--- src/rtl/xmas_player_ctrl.sv ---
// rtl/xmas_player_ctrl.sv - play/pause/stop, song selection, playlist mode and LED chaser for the music box
module xmas_player_ctrl #(
  parameter int N_SONGS     = 5,
  parameter int SEL_W       = $clog2(N_SONGS),
  parameter int LED_W       = 16,
  parameter int STEP_CYCLES = 10_000_000
) (
  input  logic             clk,
  input  logic             reset_p,
  input  logic [3:0]       btn_pedge,
  input  logic             song_done,
  output logic             play_en,
  output logic [SEL_W-1:0] song_idx,
  output logic             song_restart,
  output logic [1:0]       mode,
  output logic [LED_W-1:0] led
);

  localparam logic [1:0] ST_STOP  = 2'd0;
  localparam logic [1:0] ST_PLAY  = 2'd1;
  localparam logic [1:0] ST_PAUSE = 2'd2;

  localparam logic [1:0] M_SINGLE  = 2'd0;
  localparam logic [1:0] M_REP_ONE = 2'd1;
  localparam logic [1:0] M_REP_ALL = 2'd2;

  localparam int              HALF     = LED_W / 2;
  localparam int              TICK_W   = $clog2(STEP_CYCLES);
  localparam logic [TICK_W-1:0] TICK_MAX = TICK_W'(STEP_CYCLES - 1);
  localparam logic [SEL_W-1:0]  IDX_MAX  = SEL_W'(N_SONGS - 1);

  logic [1:0]        state_q, state_d;
  logic [SEL_W-1:0]  idx_q, idx_d;
  logic [1:0]        mode_q, mode_d;
  logic              pending_q, pending_d;
  logic              restart_q, restart_d;
  logic              play_en_q, play_en_d;
  logic [HALF-1:0]   chaser_q, chaser_d;
  logic [TICK_W-1:0] tick_q, tick_d;
  logic [LED_W-1:0]  led_q, led_d;

  logic             btn_play, btn_next, btn_prev, btn_nav, btn_mode;
  logic [SEL_W-1:0] idx_inc, idx_dec;

  // Simultaneous next+prev cancel each other out.
  assign btn_play = btn_pedge[0];
  assign btn_next = btn_pedge[1] & ~btn_pedge[2];
  assign btn_prev = btn_pedge[2] & ~btn_pedge[1];
  assign btn_nav  = btn_next | btn_prev;
  assign btn_mode = btn_pedge[3];

  assign idx_inc = (idx_q == IDX_MAX) ? '0 : idx_q + SEL_W'(1);
  assign idx_dec = (idx_q == '0) ? IDX_MAX : idx_q - SEL_W'(1);

  // Player FSM, song selection, pending-restart bookkeeping and mode cycling.
  always_comb begin
    state_d   = state_q;
    idx_d     = idx_q;
    mode_d    = mode_q;
    pending_d = pending_q;
    restart_d = 1'b0;

    if (btn_play) begin
      case (state_q)
        ST_STOP: begin
          state_d   = ST_PLAY;
          restart_d = 1'b1;
          pending_d = 1'b0;
        end
        ST_PLAY:  state_d = ST_PAUSE;
        ST_PAUSE: begin
          state_d   = ST_PLAY;
          restart_d = pending_q;
          pending_d = 1'b0;
        end
        default:  state_d = ST_STOP;
      endcase
    end

    // Navigation is judged against the state this cycle lands in, so a
    // pause-and-skip in one cycle defers the restart until resume.
    if (btn_nav) begin
      idx_d = btn_next ? idx_inc : idx_dec;
      if (state_d == ST_PLAY) begin
        restart_d = 1'b1;
        pending_d = 1'b0;
      end else begin
        pending_d = 1'b1;
      end
    end else if (song_done && state_q == ST_PLAY && state_d == ST_PLAY) begin
      case (mode_q)
        M_REP_ONE: restart_d = 1'b1;
        M_REP_ALL: begin
          idx_d     = idx_inc;
          restart_d = 1'b1;
        end
        default:   state_d = ST_STOP;
      endcase
    end

    // Mode code 3 behaves as SINGLE, so it steps on to REPEAT_ONE.
    if (btn_mode) begin
      case (mode_q)
        M_REP_ONE: mode_d = M_REP_ALL;
        M_REP_ALL: mode_d = M_SINGLE;
        default:   mode_d = M_REP_ONE;
      endcase
    end

    play_en_d = (state_d == ST_PLAY);
  end

  // Chaser timebase: runs in PLAY, frozen in PAUSE, counter cleared in STOP.
  always_comb begin
    chaser_d = chaser_q;
    tick_d   = tick_q;
    if (state_q == ST_PLAY) begin
      if (tick_q == TICK_MAX) begin
        tick_d   = '0;
        chaser_d = {chaser_q[HALF-2:0], chaser_q[HALF-1]};
      end else begin
        tick_d = tick_q + TICK_W'(1);
      end
    end else if (state_q != ST_PAUSE) begin
      tick_d = '0;
    end
  end

  // LED image built from next-state values so it changes with the other outputs.
  always_comb begin
    led_d = '0;
    for (int i = 0; i < N_SONGS; i++) begin
      led_d[i] = (idx_d == SEL_W'(i));
    end
    led_d[HALF-1 -: 2]      = mode_d;
    led_d[LED_W-1 -: HALF] = (state_d == ST_STOP) ? '0 : chaser_d;
  end

  // State registers with asynchronous reset.
  always_ff @(posedge clk or posedge reset_p) begin
    if (reset_p) begin
      state_q   <= ST_STOP;
      idx_q     <= '0;
      mode_q    <= M_SINGLE;
      pending_q <= 1'b0;
      restart_q <= 1'b0;
      play_en_q <= 1'b0;
      chaser_q  <= HALF'(1);
      tick_q    <= '0;
      led_q     <= LED_W'(1);
    end else begin
      state_q   <= state_d;
      idx_q     <= idx_d;
      mode_q    <= mode_d;
      pending_q <= pending_d;
      restart_q <= restart_d;
      play_en_q <= play_en_d;
      chaser_q  <= chaser_d;
      tick_q    <= tick_d;
      led_q     <= led_d;
    end
  end

  assign play_en      = play_en_q;
  assign song_idx     = idx_q;
  assign song_restart = restart_q;
  assign mode         = mode_q;
  assign led          = led_q;

endmodule

--- config.mk ---
export PLATFORM = sky130hd
export DESIGN_NAME = xmas_player_ctrl
export DESIGN_NICKNAME = d
export VERILOG_FILES = /design/src/rtl/xmas_player_ctrl.sv
export SDC_FILE = /design/constraint.sdc
export NUM_CORES = 1
export LEC_CHECK = 0
export ABC_AREA = 1
export BUFFER_PORTS_ARGS = -buffer_cell sky130_fd_sc_hd__buf_4
export CAP_MARGIN = 5
export CORE_AREA = 4 4 90 83
export DETAILED_ROUTE_END_ITERATION = 16
export DIE_AREA = 0 0 94 87
export PLACE_DENSITY = 0.68
export RECOVER_POWER = 25
export SYNTH_ARGS = -nofsm -noshare
export SYNTH_HDL_FRONTEND = slang
export SYNTH_SLANG_ARGS = --single-unit
--- constraint.sdc ---
create_clock -name clk -period 4.2 [get_ports clk]
set_input_delay 1.26 -clock clk [delete_from_list [all_inputs] [get_ports clk]]
set_output_delay 1.26 -clock clk [all_outputs]
set_load 0.02 [all_outputs]
==> impl_metrics.tcl <==
set metrics [dict create \
    cts_tree "built" \
    num_vias 2828 \
    portBuffers 28 \
    yosys_most_used_dff "dfrtp_1" \
    worstHoldPathType "reg -> reg" \
    synth_area_leaders "dfrtp_1 (42%), nand2_1 (16%), inv_1 (7.2%), nor2_1 (7.1%), nand4_1 (4.1%)" \
    wire_per_inst_um 12.99 \
    dpl.cell_count 550 \
    ys_seq_elements 55 \
    fin_crit_ps 2403 \
    grtUsageMet1_pct 26.90 \
    cpPeakStageDelay_ps 370 \
    cp-end-kind "flop" \
    areaGrowthSynthToFinish_pct 12.83 \
    cp_cell_sequence "buf_4 -> ha_1 -> inv_1 -> o21ai_1 -> nand2_1 -> nor2_2 -> nor2_1" \
    rows 28 \
    ir_worst_vdd_mv 0.3395 \
    worst_pin_slew_ps 1400 \
    pin_count 30 \
    layout_commonest_cell "nand2_1" \
    report.final.setup_viol 0 \
    syn_area_mm2 0.003178 \
    num_antenna_cells 0 \
    die-area_mm2 0.008178 \
    cts_resized 0 \
    timing.max_cap.violations 0 \
    clock_path_buffers 2 \
    async_flop_share_pct 100.0 \
    drt_first_pass_iters 5 \
    grt_pass1_wl_mm 12.50 \
    crit_fanout 8 \
    drv_slew 0 \
    cts_sinks 55 \
    final_nets 481 \
    initial_core_util_pct 48.77 \
    cp-start-kind "primary input" \
    dp_hpwl_mm 5.396 \
    cp_num_buf_inv 2 \
    cp.required_ps 4400 \
    final_cell_mix "nand2_1 (136), inv_1 (61), nor2_1 (60)" \
    clk_pin_slew_ps 110 \
    dr.first_iter.drc_count 207 \
    grt_max_degree 38 \
    grt_pass1_vias 2695 \
    top_usage_layer "met2" \
    post_cts_buffers 0 \
    rsz0062_at_grt "no" \
    globalRoute.totalOverflow 0 \
    fp.dieW_um 94 \
    netlist_instances 436 \
    utilization_pct 55.03 \
    grt.met2_usage_pct 30.56 \
    leakagePower_nw 1.870 \
    powerDensity_mw_per_mm2 416.9 \
    numCtsBuffers 5 \
    fin_skew_ps 4.775 \
    cp_top_family "simple AND/OR/NAND/NOR gates" \
    holdBufCountCts 0 \
    die_h_um 87 \
    ys_types 32 \
    slew-limit-headroom_pct 6.540 \
    clkLatencyLatePin_ps 320 \
    grt_usage_pct 19.32 \
    place.gp.congestion 0.9153 \
    yosysSeqAreaShare_pct 43.39 \
    netlist.area_leader.share_pct 41.73 \
    vias_per_cell 5.068 \
    arrival_ps 2610 \
    antenna_left 0 \
    antenna_found_initial 0 \
    h-tree-depth 2 \
    drc_errors 0 \
    crit_type "in -> reg" \
    slowest_stage "ha_1" \
    finalSetupTns_ps 0 \
    synth_area_per_cell_um2 7.289 \
    wl_mm 7.250 \
    fin_crit_sh_pct 57.22 \
    status "complete, no violations" \
    core_mm2 0.006516 \
    synth_warnings 0 \
    drive_gt1_share_pct 12.82 \
    synth_edf_count 0 \
    yosysTopAreaCell "dfrtp_1" \
    use_met3_pct 3.198 \
    fmax_ghz 0.4161 \
    syn-num-nets 450 \
    finalNonFillerCells 558 \
    final_hold_viol_count 0 \
    cts_root_buf "clkbuf_8" \
]
## per-layer routing
metal	wire [um]	vias to the layer above
met1	3405	1277
met2	3230	105
met3	472	12
li1	-	1434
met4	140	0
met5	0	-
## cell families after synthesis
group	count (synthesis)	synth area share [%]
xor+xnor	5	1.378
simple gates	263	37.68
buf+inv	71	8.976
compound gates	34	5.709
flops	55	43.39
other cells	1	0.1180
fa+ha+maj	7	2.756
## area by class of cell
class / instances / area, um2
clock buffer: 5 / 68.82
clock inverter: 3 / 50.05
fill: 635 / 2930
inverter: 65 / 244.0
multi-input combinational: 310 / 1514
sequential: 55 / 1379
tap: 90 / 112.6
timing repair buffer: 30 / 217.7
## state kept, by name, indices dropped and copies added (netlist names)
name	cells
state_q	2
play_en	1
pending_q	1
chaser_q	8
tick_q	24
led	14
song_idx	3
song_restart	1
mode	1
## stage by stage
stage | total power, mW | instance area [um2] | setup WS, ps | hold WS [ps]
after detailed placement | 1.128 | 3475 | 1443 | 494.0
final | 1.495 | 3586 | 1797 | 515.5
after CTS | 1.507 | 3593 | 1793 | 521.4
after global routing | 1.591 | 3586 | 1571 | 562.1
after global placement | 1.125 | 3475 | 1508 | 487.8
after floorplan | 0.9732 | 3178 | 1600 | 471.8
## Yosys cell counts (all sizes together), types with 2 or more instances
library cell and count:
buf 5, nand4 21, inv 65, xor2 4
nor2 69, ha 7, nand2 140, a21oi 9
dfstp 2, nand3b 2, nor3 2, o22ai 4
dfrtp 53, nand3 28, o21ai 18
## worst reg2reg max path, stage by stage, from the launching register on
cell and delay, ps:
dfrtp_1 400, inv_1 110, nand2_1 150, inv_1 630
nand2_4 210, inv_2 160, nand3_1 100, nand2_1 70
## final timing paths
path | start | endpoint | slack (ps) | depth (start not counted)
setup / recovery | btn_pedge[1] | led[11]$_DFF_PP0_ | 1800 | 7
setup reg to reg | state_q[1]$_DFF_PP0_ | tick_q[19]$_DFFE_PP0P_ | 2320 | 7
max in group asynchronous | reset_p | chaser_q[0]$_DFF_PP1_ | 1850 | 3
hold / removal | tick_q[23]$_DFFE_PP0P_ | tick_q[23]$_DFFE_PP0P_ | 520 | 2
min in group asynchronous | reset_p | led[1]$_DFF_PP0_ | 1340 | 2
hold reg to reg | tick_q[23]$_DFFE_PP0P_ | tick_q[23]$_DFFE_PP0P_ | 520 | 2
## report_power, final
| part | leakage, nW | internal (mW) | switching (mW) |
|---|---|---|---|
| clock network | 0.0607 | 0.184 | 0.192 |
| logic | 1.07 | 0.168 | 0.308 |
| registers | 0.738 | 0.590 | 0.0524 |
Note: power is estimated with default switching activity, not from simulation.
